[src/rtl/polar_sc_scheduler.sv]
// Successive-cancellation (SC) polar decoder schedule controller.
//
// This block walks the decoding tree one bit at a time. For each bit it:
//   1. issues LLR operations from that bit's start layer down to layer 1,
//   2. requests a hard decision on the bit,
//   3. requests a partial-sum update when the bit completes a subtree.
//
// The PE datapath, decision unit, partial-sum unit and frozen-bit table
// are all outside this module.
//
// Optional build macro: POLAR_SC_FROZEN_SKIP_EN
//   When defined, a frozen bit skips its layer-1 LLR operation and goes
//   straight to the decision step.
//
// Ports:
//   clk        : clock; all logic is on the rising edge
//   rst        : synchronous, active-high reset
//   start      : begin decoding one frame; ignored unless idle
//   busy       : high from the cycle after an accepted start through the done cycle
//   done       : one-cycle pulse when the frame is complete
//   op_valid   : LLR operation request to the PE datapath
//   op_ready   : the datapath accepts the operation this cycle
//   op_layer   : target layer of the operation (1..LOG2N)
//   op_is_g    : 1 = g-node operation, 0 = f-node operation
//   op_done    : pulse; the accepted operation has finished
//   bit_idx    : index of the bit currently being decoded
//   frozen_bit : frozen flag for bit_idx (combinational lookup)
//   dec_valid  : one-cycle pulse; make the hard decision on bit_idx
//   dec_frozen : frozen flag that accompanies dec_valid
//   ps_valid   : partial-sum update request, held until ps_done
//   ps_layers  : number of layers the partial sum propagates through
//   ps_done    : pulse; the partial-sum update has finished
module polar_sc_scheduler #(
  parameter int unsigned LOG2N           = 10,
  parameter int unsigned COUNTER_WIDTH   = 10,
  parameter int unsigned LAYER_OUT_WIDTH = 4
) (
  input  logic                       clk,
  input  logic                       rst,
  input  logic                       start,
  output logic                       busy,
  output logic                       done,
  output logic                       op_valid,
  input  logic                       op_ready,
  output logic [LAYER_OUT_WIDTH-1:0] op_layer,
  output logic                       op_is_g,
  input  logic                       op_done,
  output logic [COUNTER_WIDTH-1:0]   bit_idx,
  input  logic                       frozen_bit,
  output logic                       dec_valid,
  output logic                       dec_frozen,
  output logic                       ps_valid,
  output logic [LAYER_OUT_WIDTH-1:0] ps_layers,
  input  logic                       ps_done
);

`ifdef POLAR_SC_FROZEN_SKIP_EN
  localparam bit SkipEn = 1'b1;
`else
  localparam bit SkipEn = 1'b0;
`endif

  // COUNTER_WIDTH equals LOG2N, so the last bit index (N-1) is all ones.
  localparam logic [COUNTER_WIDTH-1:0]   LastBit  = '1;
  localparam logic [LAYER_OUT_WIDTH-1:0] TopLayer = LAYER_OUT_WIDTH'(LOG2N);
  localparam logic [LAYER_OUT_WIDTH-1:0] Layer1   = LAYER_OUT_WIDTH'(1);
  localparam logic [LAYER_OUT_WIDTH-1:0] Layer2   = LAYER_OUT_WIDTH'(2);

  typedef enum logic [2:0] {
    StIdle,
    StIssue,
    StWait,
    StDecide,
    StPsum,
    StFin
  } state_e;

  state_e                       state_q, state_d;
  logic [COUNTER_WIDTH-1:0]     bit_idx_q, bit_idx_d;
  logic [LAYER_OUT_WIDTH-1:0]   layer_q, layer_d;
  logic                         dec_frozen_q, dec_frozen_d;

  logic [LAYER_OUT_WIDTH-1:0]   psum_layers;
  logic [LAYER_OUT_WIDTH-1:0]   cur_start_layer;
  logic [COUNTER_WIDTH-1:0]     next_bit;
  logic                         skip_frozen;
  logic                         skip_issue;
  logic                         in_psum_req;

  function automatic logic [LAYER_OUT_WIDTH-1:0] trailing_zeros(
    input logic [COUNTER_WIDTH-1:0] v
  );
    logic [LAYER_OUT_WIDTH-1:0] n;
    logic                       stop;
    n    = '0;
    stop = 1'b0;
    for (int k = 0; k < COUNTER_WIDTH; k++) begin
      if (!stop) begin
        if (v[k]) stop = 1'b1;
        else      n    = n + Layer1;
      end
    end
    return n;
  endfunction

  function automatic logic [LAYER_OUT_WIDTH-1:0] trailing_ones(
    input logic [COUNTER_WIDTH-1:0] v
  );
    return trailing_zeros(~v);
  endfunction

  // Bit 0 starts at the root. Any other bit starts just above the lowest
  // subtree boundary it crosses.
  function automatic logic [LAYER_OUT_WIDTH-1:0] start_layer(
    input logic [COUNTER_WIDTH-1:0] v
  );
    if (v == '0) return TopLayer;
    return trailing_zeros(v) + Layer1;
  endfunction

  assign psum_layers     = trailing_ones(bit_idx_q);
  assign cur_start_layer = start_layer(bit_idx_q);
  assign next_bit        = bit_idx_q + COUNTER_WIDTH'(1);
  assign skip_frozen     = SkipEn && frozen_bit;
  // A frozen bit whose path starts at layer 1 needs no LLR operation at all.
  assign skip_issue      = skip_frozen && (layer_q == Layer1);
  assign in_psum_req     = (state_q == StPsum) && (bit_idx_q != LastBit);

  always_ff @(posedge clk) begin
    if (rst) begin
      state_q      <= StIdle;
      bit_idx_q    <= '0;
      layer_q      <= '0;
      dec_frozen_q <= 1'b0;
    end else begin
      state_q      <= state_d;
      bit_idx_q    <= bit_idx_d;
      layer_q      <= layer_d;
      dec_frozen_q <= dec_frozen_d;
    end
  end

  always_comb begin
    state_d   = state_q;
    bit_idx_d = bit_idx_q;
    layer_d   = layer_q;

    unique case (state_q)
      StIdle: begin
        if (start) begin
          bit_idx_d = '0;
          layer_d   = TopLayer;
          state_d   = StIssue;
        end
      end
      StIssue: begin
        if (skip_issue)    state_d = StDecide;
        else if (op_ready) state_d = StWait;
      end
      StWait: begin
        if (op_done) begin
          // A frozen bit in skip mode stops after its layer-2 operation.
          if ((layer_q == Layer1) || (skip_frozen && (layer_q == Layer2))) begin
            state_d = StDecide;
          end else begin
            layer_d = layer_q - Layer1;
            state_d = StIssue;
          end
        end
      end
      StDecide: begin
        state_d = StPsum;
      end
      StPsum: begin
        if (bit_idx_q == LastBit) begin
          state_d = StFin;
        end else if ((psum_layers == '0) || ps_done) begin
          bit_idx_d = next_bit;
          layer_d   = start_layer(next_bit);
          state_d   = StIssue;
        end
      end
      StFin: begin
        state_d = StIdle;
      end
      default: begin
        state_d = StIdle;
      end
    endcase

    // Capture the frozen flag on entry to DECIDE; bit_idx is unchanged there.
    dec_frozen_d = (state_d == StDecide) ? frozen_bit : 1'b0;
  end

  assign busy       = (state_q != StIdle);
  assign done       = (state_q == StFin);
  assign op_valid   = (state_q == StIssue) && !skip_issue;
  assign op_layer   = op_valid ? layer_q : '0;
  assign op_is_g    = op_valid && (bit_idx_q != '0) && (layer_q == cur_start_layer);
  assign bit_idx    = bit_idx_q;
  assign dec_valid  = (state_q == StDecide);
  assign dec_frozen = dec_frozen_q;
  assign ps_layers  = in_psum_req ? psum_layers : '0;
  assign ps_valid   = in_psum_req && (psum_layers != '0);

endmodule

[config.mk]
export PLATFORM = sky130hd
export DESIGN_NAME = polar_sc_scheduler
export DESIGN_NICKNAME = d
export VERILOG_FILES = /design/src/rtl/polar_sc_scheduler.sv
export SDC_FILE = /design/constraint.sdc
export NUM_CORES = 1
export LEC_CHECK = 0
export CAP_MARGIN = 20
export CORE_MARGIN = 2
export CORE_UTILIZATION = 25
export DETAILED_ROUTE_END_ITERATION = 8
export GPL_TIMING_DRIVEN = 0
export PLACE_DENSITY_LB_ADDON = 0.05
export SETUP_SLACK_MARGIN = 0.15
export SLEW_MARGIN = 0
export SYNTH_ARGS = -nofsm -noshare
export SYNTH_HDL_FRONTEND = slang
export SYNTH_SLANG_ARGS = --single-unit
[constraint.sdc]
create_clock -name clk -period 18.97 [get_ports clk]
set_clock_uncertainty 0.15 [all_clocks]
set_input_delay 3.794 -clock clk [delete_from_list [all_inputs] [get_ports clk]]
set_output_delay 3.794 -clock clk [all_outputs]
set_load 0.01 [all_outputs]
======== Word level (Yosys, flattened, before mapping) ========
Index checks and enable logic that the tools add are counted.
storage, ports and cells
  bits in registers ....................... 18
  output and inout bits ................... 25
operators by class
  add/sub/neg operators ................... 31
  equal/unequal tests ..................... 15
  muxes and demuxes ....................... 231
  bitwise logic cells ..................... 2
  reduce and logical (&&, ||, !) cells .... 17
operator list
  cell                                           count
  2-to-1 mux 4 bit                               115
  adder 4 x 1 -> 4 bit, second input constant    29
  2-to-1 mux 1 bit                               104
  2-to-1 mux 10 bit                              3
  zero test 10 bit                               2
  case mux 10 bit (2 select lines)               1
  2-to-1 mux 3 bit                               5
  case mux 3 bit (5 select lines)                1
  case mux 4 bit (3 select lines)                1
  adder 10 x 1 -> 10 bit, second input constant  1
  == test 10 bit, second input constant          1
  != test 10 bit, second input constant          1
  inverter 10 bit                                1
  nonzero test 10 bit                            1
  == test 3 x 2 -> 1 bit, second input constant  3
  != test 2 bit, second input constant           4
  == test 3 bit, second input constant           2
  AND reduction 6 bit                            1
  nonzero test 3 bit                             2
  == test 4 x 1 -> 1 bit, second input constant  1
  == test 4 bit                                  1
  logical AND 1 bit                              4
  zero test 4 bit                                1
  AND reduction 4 bit                            1
  10 further kinds                               10

======== Depth between registers and ports, before layout ========
  word-level depth ........................ 106
  mapped depth ............................ 37
  depth with buffers taken out ............ 36

======== Worst setup path before layout ========
OpenSTA, ideal clock, no wires.
  path type ............................... register to output
  start ................................... register bit_idx_q[0], in the netlist bit_idx[0]
  end ..................................... output port op_is_g
  arrival time ............................ 6.390 ns
  slack ................................... 8.636 ns
  cell stages (with the launch flop) ...... 32
  path buffers ............................ 0
  path through ............................ dfxtp_1 -> inv_1 -> ha_1 -> ha_1 -> mux2_2 -> ha_1 -> mux2_2 -> mux2_2 -> ha_1 -> nand2_1 -> nand2_1 -> ha_1 -> mux2i_1 -> o21ai_0 -> ha_1 -> mux2i_1 -> nor2_1 -> a21oi_1 -> o21ai_0 -> ha_1 -> mux2_2 -> ha_1 -> mux2i_1 -> a21oi_1 -> ha_1 -> mux2i_1 -> a21oi_1 -> ha_1 -> xor2_1 -> nand2_1 -> nand4bb_1 -> a21oi_1
on the way
  word-level cells in the longest chain between the ends .. 42
  elaborated cells between the ends (all ways) .. 64
RTL lines
  item                    RTL line  text
  from (decl)             79        logic [COUNTER_WIDTH-1:0] bit_idx_q, bit_idx_d;
  from (signal assigned)  137       bit_idx_q <= bit_idx_d;
  2-to-1 mux 1 bit        99        if (v[k]) stop = 1'b1;
  2-to-1 mux 4 bit        118       return trailing_zeros(v) + Layer1;
  adder 4 x 1 -> 4 bit    100       else n = n + Layer1;
  2-to-1 mux 4 bit        99
  2-to-1 mux 4 bit        98        if (!stop) begin
  2-to-1 mux 4 bit        118
  adder 4 x 1 -> 4 bit    100
  2-to-1 mux 4 bit        99
  (+26 left out)          --
  adder 4 x 1 -> 4 bit    100
  2-to-1 mux 4 bit        99
  2-to-1 mux 4 bit        98
  2-to-1 mux 4 bit        118
  adder 4 x 1 -> 4 bit    118
  2-to-1 mux 4 bit        118
  == test 4 bit           199       assign op_is_g = op_valid && (bit_idx_q != '0) && (layer_q == cur_start_layer);
  logical AND 1 bit (*)   199
  to (decl)               46        output logic op_is_g,
Mark *: on every way between the ends. The rest lies on a longest branch, timed or not. The select of a mux whose other input is x is not followed.

======== Final worst setup path ========
  start ................................... register bit_idx_q[1], in the netlist bit_idx[1]
  end ..................................... output port ps_valid
on the way
  word-level cells in the longest chain between the ends .. 29
  elaborated cells between the ends (all ways) .. 40
RTL lines
  item                   RTL line  text
  inverter 10 bit        109       return trailing_zeros(~v);
  2-to-1 mux 4 bit       99
  2-to-1 mux 4 bit       98
  adder 4 x 1 -> 4 bit   100
  2-to-1 mux 4 bit       99
  2-to-1 mux 4 bit       98
  adder 4 x 1 -> 4 bit   100
  2-to-1 mux 4 bit       99
  (+13 left out)         --
  adder 4 x 1 -> 4 bit   100
  2-to-1 mux 4 bit       99
  2-to-1 mux 4 bit       98
  adder 4 x 1 -> 4 bit   100
  2-to-1 mux 4 bit       99
  2-to-1 mux 4 bit       98
  nonzero test 4 bit     204       assign ps_valid = in_psum_req && (psum_layers != '0);
  logical AND 1 bit (*)  204
  to (decl)              52        output logic ps_valid,
Mark *: on every way between the ends. The rest lies on a longest branch, timed or not.

==> summary.txt <==
====================================================================================
Standard-cell row count                                                           44
Max Fclk                                                                    83.7 MHz
Most common flop cell mapped by yosys                                   sky130_fd_sc_hd__dfxtp_1
Total via count after detailed routing                                         3,720
Slowest cell on the critical path                                       sky130_fd_sc_hd__clkdlybuf4s50_1
Via-per-instance ratio                                                          5.10
Longest Clk Path Bufs                                                              2
Final weighted congestion in routability-driven placement                      0.803
Port buffer count                                                                 31
Data arrival at the endpoint of the critical path                            8010 ps
WS Path Type                                                                 reg2out
WL/cell                                                                      16.5 um
Total global routing overflow                                                      0
Max-slew violation count                                                           0
Share of flip-flops with an asynchronous set or reset after synthesis             0%
Antenna violation net count after detailed routing                                 0
Drc violations                                                                     0
CTS Hold Bufs                                                                      0
Mean Syn Cell Area                                                         7.39 um^2
Detail Placement HPWL                                                        9980 um
Lkg Pwr                                                                      1.71 nW
Syn Nets                                                                         552
Sequential area share after synthesis                                          9.56%
Period Utilization, post-route                                                 63.0%
Endpoint of the worst-slack reg-to-reg timing path                        bit_idx[0]
Outcome                                                                 finished clean
Setup slack of the most critical reg-to-reg path                           10,880 ps
Final std cells w/o fill                                                         730
Crit Path Max Fanout                                                              10
Cell area after synthesis                                                  3770 um^2
Setup repair after global routing missed its margin                            false
Type of element launching the critical path                                     flop
Die Y                                                                         127 um
Hold wc startpoint                                                        layer_q[2]
Number of clock sinks seen by CTS                                                 18
Final design area excluding fillers                                        4410 um^2
Relative slew slack                                                            36.8%
Depth of the worst register-to-register path                                      36
Antenna cells                                                                      0
Clock tree from TritonCTS                                                        yes
Shortest clock period the worst path allows after layout                   11,950 ps
Data required, critical path                                               15,030 ps
Reg-to-reg startpoint                                                     bit_idx[1]
First-pass DRT Iterations                                                          4
Max-capacitance violation count                                                    0
Combined buffer and inverter count along the critical path                         5
Clock root buffer                                                       sky130_fd_sc_hd__clkbuf_16
Power per Cell Area                                                     26.1 nW/um^2
Number of stages on the worst hold path                                            2
Largest delay contributor family on the critical path                    adder cells
Skew-Pair Late Insertion Delay                                                260 ps
Layout-stage area growth over the synthesis result                             17.0%
Final Setup Violations                                                             0
X dimension of the die                                                        127 um
CTS clk-pin slew, worst paths                                                  60 ps
Effective utilization at floorplan                                             25.7%
Count of different cell masters after synthesis                                   80
CTS Buf Count                                                                      3
Total of flip-flops plus latches after synthesis                                  18
Most used cells in the layout excluding fill and tap cells              51 x sky130_fd_sc_hd__nor2_1, 47 x sky130_fd_sc_hd__nand2_1, 44 x sky130_fd_sc_hd__xnor2_1
Total routing usage reported by global routing                                 15.0%
Core Area                                                                14,600 um^2
Number of synthesized flops with an enable pin                                     0
DRT iter0 DRCs                                                                   170
Maximum number of pins on one net before global-route repair                      11
Total count of hold-check failures in the final report                             0
Area after detailed placement                                              4310 um^2
Total setup buffers inserted after CTS                                             0
Cell seen most often among critical-path stages                         sky130_fd_sc_hd__ha_1
YS warnings                                                                        0
Class of the worst hold path                                                 reg2reg
Most common library cell in the layout ignoring fill and taps           sky130_fd_sc_hd__nor2_1
Aggregate routed wire length                                               12,000 um
Critical Path Max Stage Delay                                                 560 ps
Via count of the first global-routing pass                                     3,697
CTS HTree Levels                                                                   1
Global-route wire length before repair                                     19,400 um
Net count, final                                                                 589
Endpoint kind of the worst setup timing path                             output port
Post-cts sizing count                                                              0
Number of fill cells in the layout                                             1,643
CP Launch Point                                                           bit_idx[1]
Placed Instances                                                                 725
Worst hold endpoint                                                       layer_q[2]
Die area                                                                 16,100 um^2
Transition time at the pin with the least slew margin                         940 ps
Accumulated negative setup slack                                                0 ps
Antenna violations before repair                                                   0
Peak ir drop on the vdd network                                          0.0000237 V
Number of top-level design ports                                                  32
Share of layout cells above drive strength 1                                   9.16%
Final design utilization                                                       30.1%
Post-Synthesis Cells                                                             510
====================================================================================
## final cells by class
cell class                      instances  area, um^2  share of cell area [%]
Clock buffer                            4        88.8                    2.01
Sequential cell                        18         360                    8.17
Tap cell                              184         230                    5.22
Inverter                               24        92.6                    2.10
Buffer                                 25         126                    2.87
Timing Repair Buffer                   32         323                    7.32
Multi-Input combinational cell        443        3190                    72.3
## metrics by stage
| stage | total power, W | setup WS (ps) | hold slack (ps) |
|---|---|---|---|
| after floorplan | 0.0000576 | 8640 | 356 |
| after global placement | 0.0000663 | 7290 | 462 |
| after detailed placement | 0.0000662 | 7300 | 471 |
| after CTS | 0.000116 | 6990 | 479 |
| after global routing | 0.000121 | 6340 | 503 |
| final | 0.000115 | 7020 | 486 |
## cell families after synthesis
logic type      count (synthesis)  synth area share [%]
fa+ha+maj                      35                  11.6
buf+inv                        49                  5.81
flops                          18                  9.56
xor+xnor                       65                  18.4
simple gates                  215                  29.2
compound gates                107                  19.3
mux                            21                  6.18
## worst reg2reg max path: cells and delay by family (launching register included)
family / cells / cell delay [ps]
AOI/OAI and AO/OA: 9 / 1400
xor gates and xnor gates: 3 / 750
adders and majority gates: 8 / 2420
buffers and inverters: 4 / 620
DFF: 1 / 550
muxes: 5 / 1110
and+or+nand+nor: 7 / 1040
## per-layer routing
| layer | global-route usage, % | part of all wire, % | wire length, um |
|---|---|---|---|
| met1 | 20.8 | 49 | 5930 |
| met2 | 25.1 | 47 | 5630 |
| met3 | 1.14 | 2.4 | 293 |
| met4 | 3.68 | 1.4 | 170 |
| met5 | 0 | 0 | 0 |
## how the worst max path moves through the flow
stage                          end  slack [ps]  depth (start not counted)
after detailed placement   op_is_g        7300                         32
after CTS                  op_is_g        6990                         32
after global placement    ps_valid        7290                         35
final                     ps_valid        7020                         35
after global routing       op_is_g        6340                         32
after floorplan            op_is_g        8640                         31
## cells in the mapped netlist (all sizes together), types with 2 or more instances
cell type,n,share of area (%)
a211o,3,0.70
a211oi,8,1.9
a21o,2,0.40
a21oi,36,5.1
a22o,2,0.46
a22oi,3,0.73
a311o,2,0.53
a31o,2,0.46
a31oi,2,0.33
and2,10,1.7
and3,4,0.66
and4b,2,0.53
buf,9,1.8
clkbuf,16,1.6
dfxtp,18,9.6
ha,35,12
inv,23,2.4
mux2,8,2.4
mux2i,13,3.8
nand2,48,4.8
nand2b,7,1.2
nand3,21,3.1
nand3b,3,0.60
nand4,8,1.3
nor2,51,5.1
nor2b,8,1.4
nor3,28,3.7
nor3b,2,0.40
nor4,7,1.3
nor4b,2,0.46
o21a,3,0.60
o21ai,24,3.3
o22ai,2,0.33
o31ai,4,0.93
or2,4,0.66
or3,3,0.63
or4,3,0.60
xnor2,47,12
xnor3,4,2.4
xor2,13,3.2
## registers in the layout (all words and copies together), names as in the netlist
name and cells:
bit_idx 10, layer_q 4, state_q 3, dec_frozen 1
## where the power goes
| part | internal (W) | switching [W] | leakage, nW |
|---|---|---|---|
| Sequential | 0.0000390 | 0.00000175 | 0.146 |
| Clock | 0.0000323 | 0.0000176 | 0.0442 |
| Combinational | 0.0000112 | 0.0000135 | 1.51 |
| Total | 0.0000824 | 0.0000329 | 1.71 |
(Power assumes the default switching activity.)
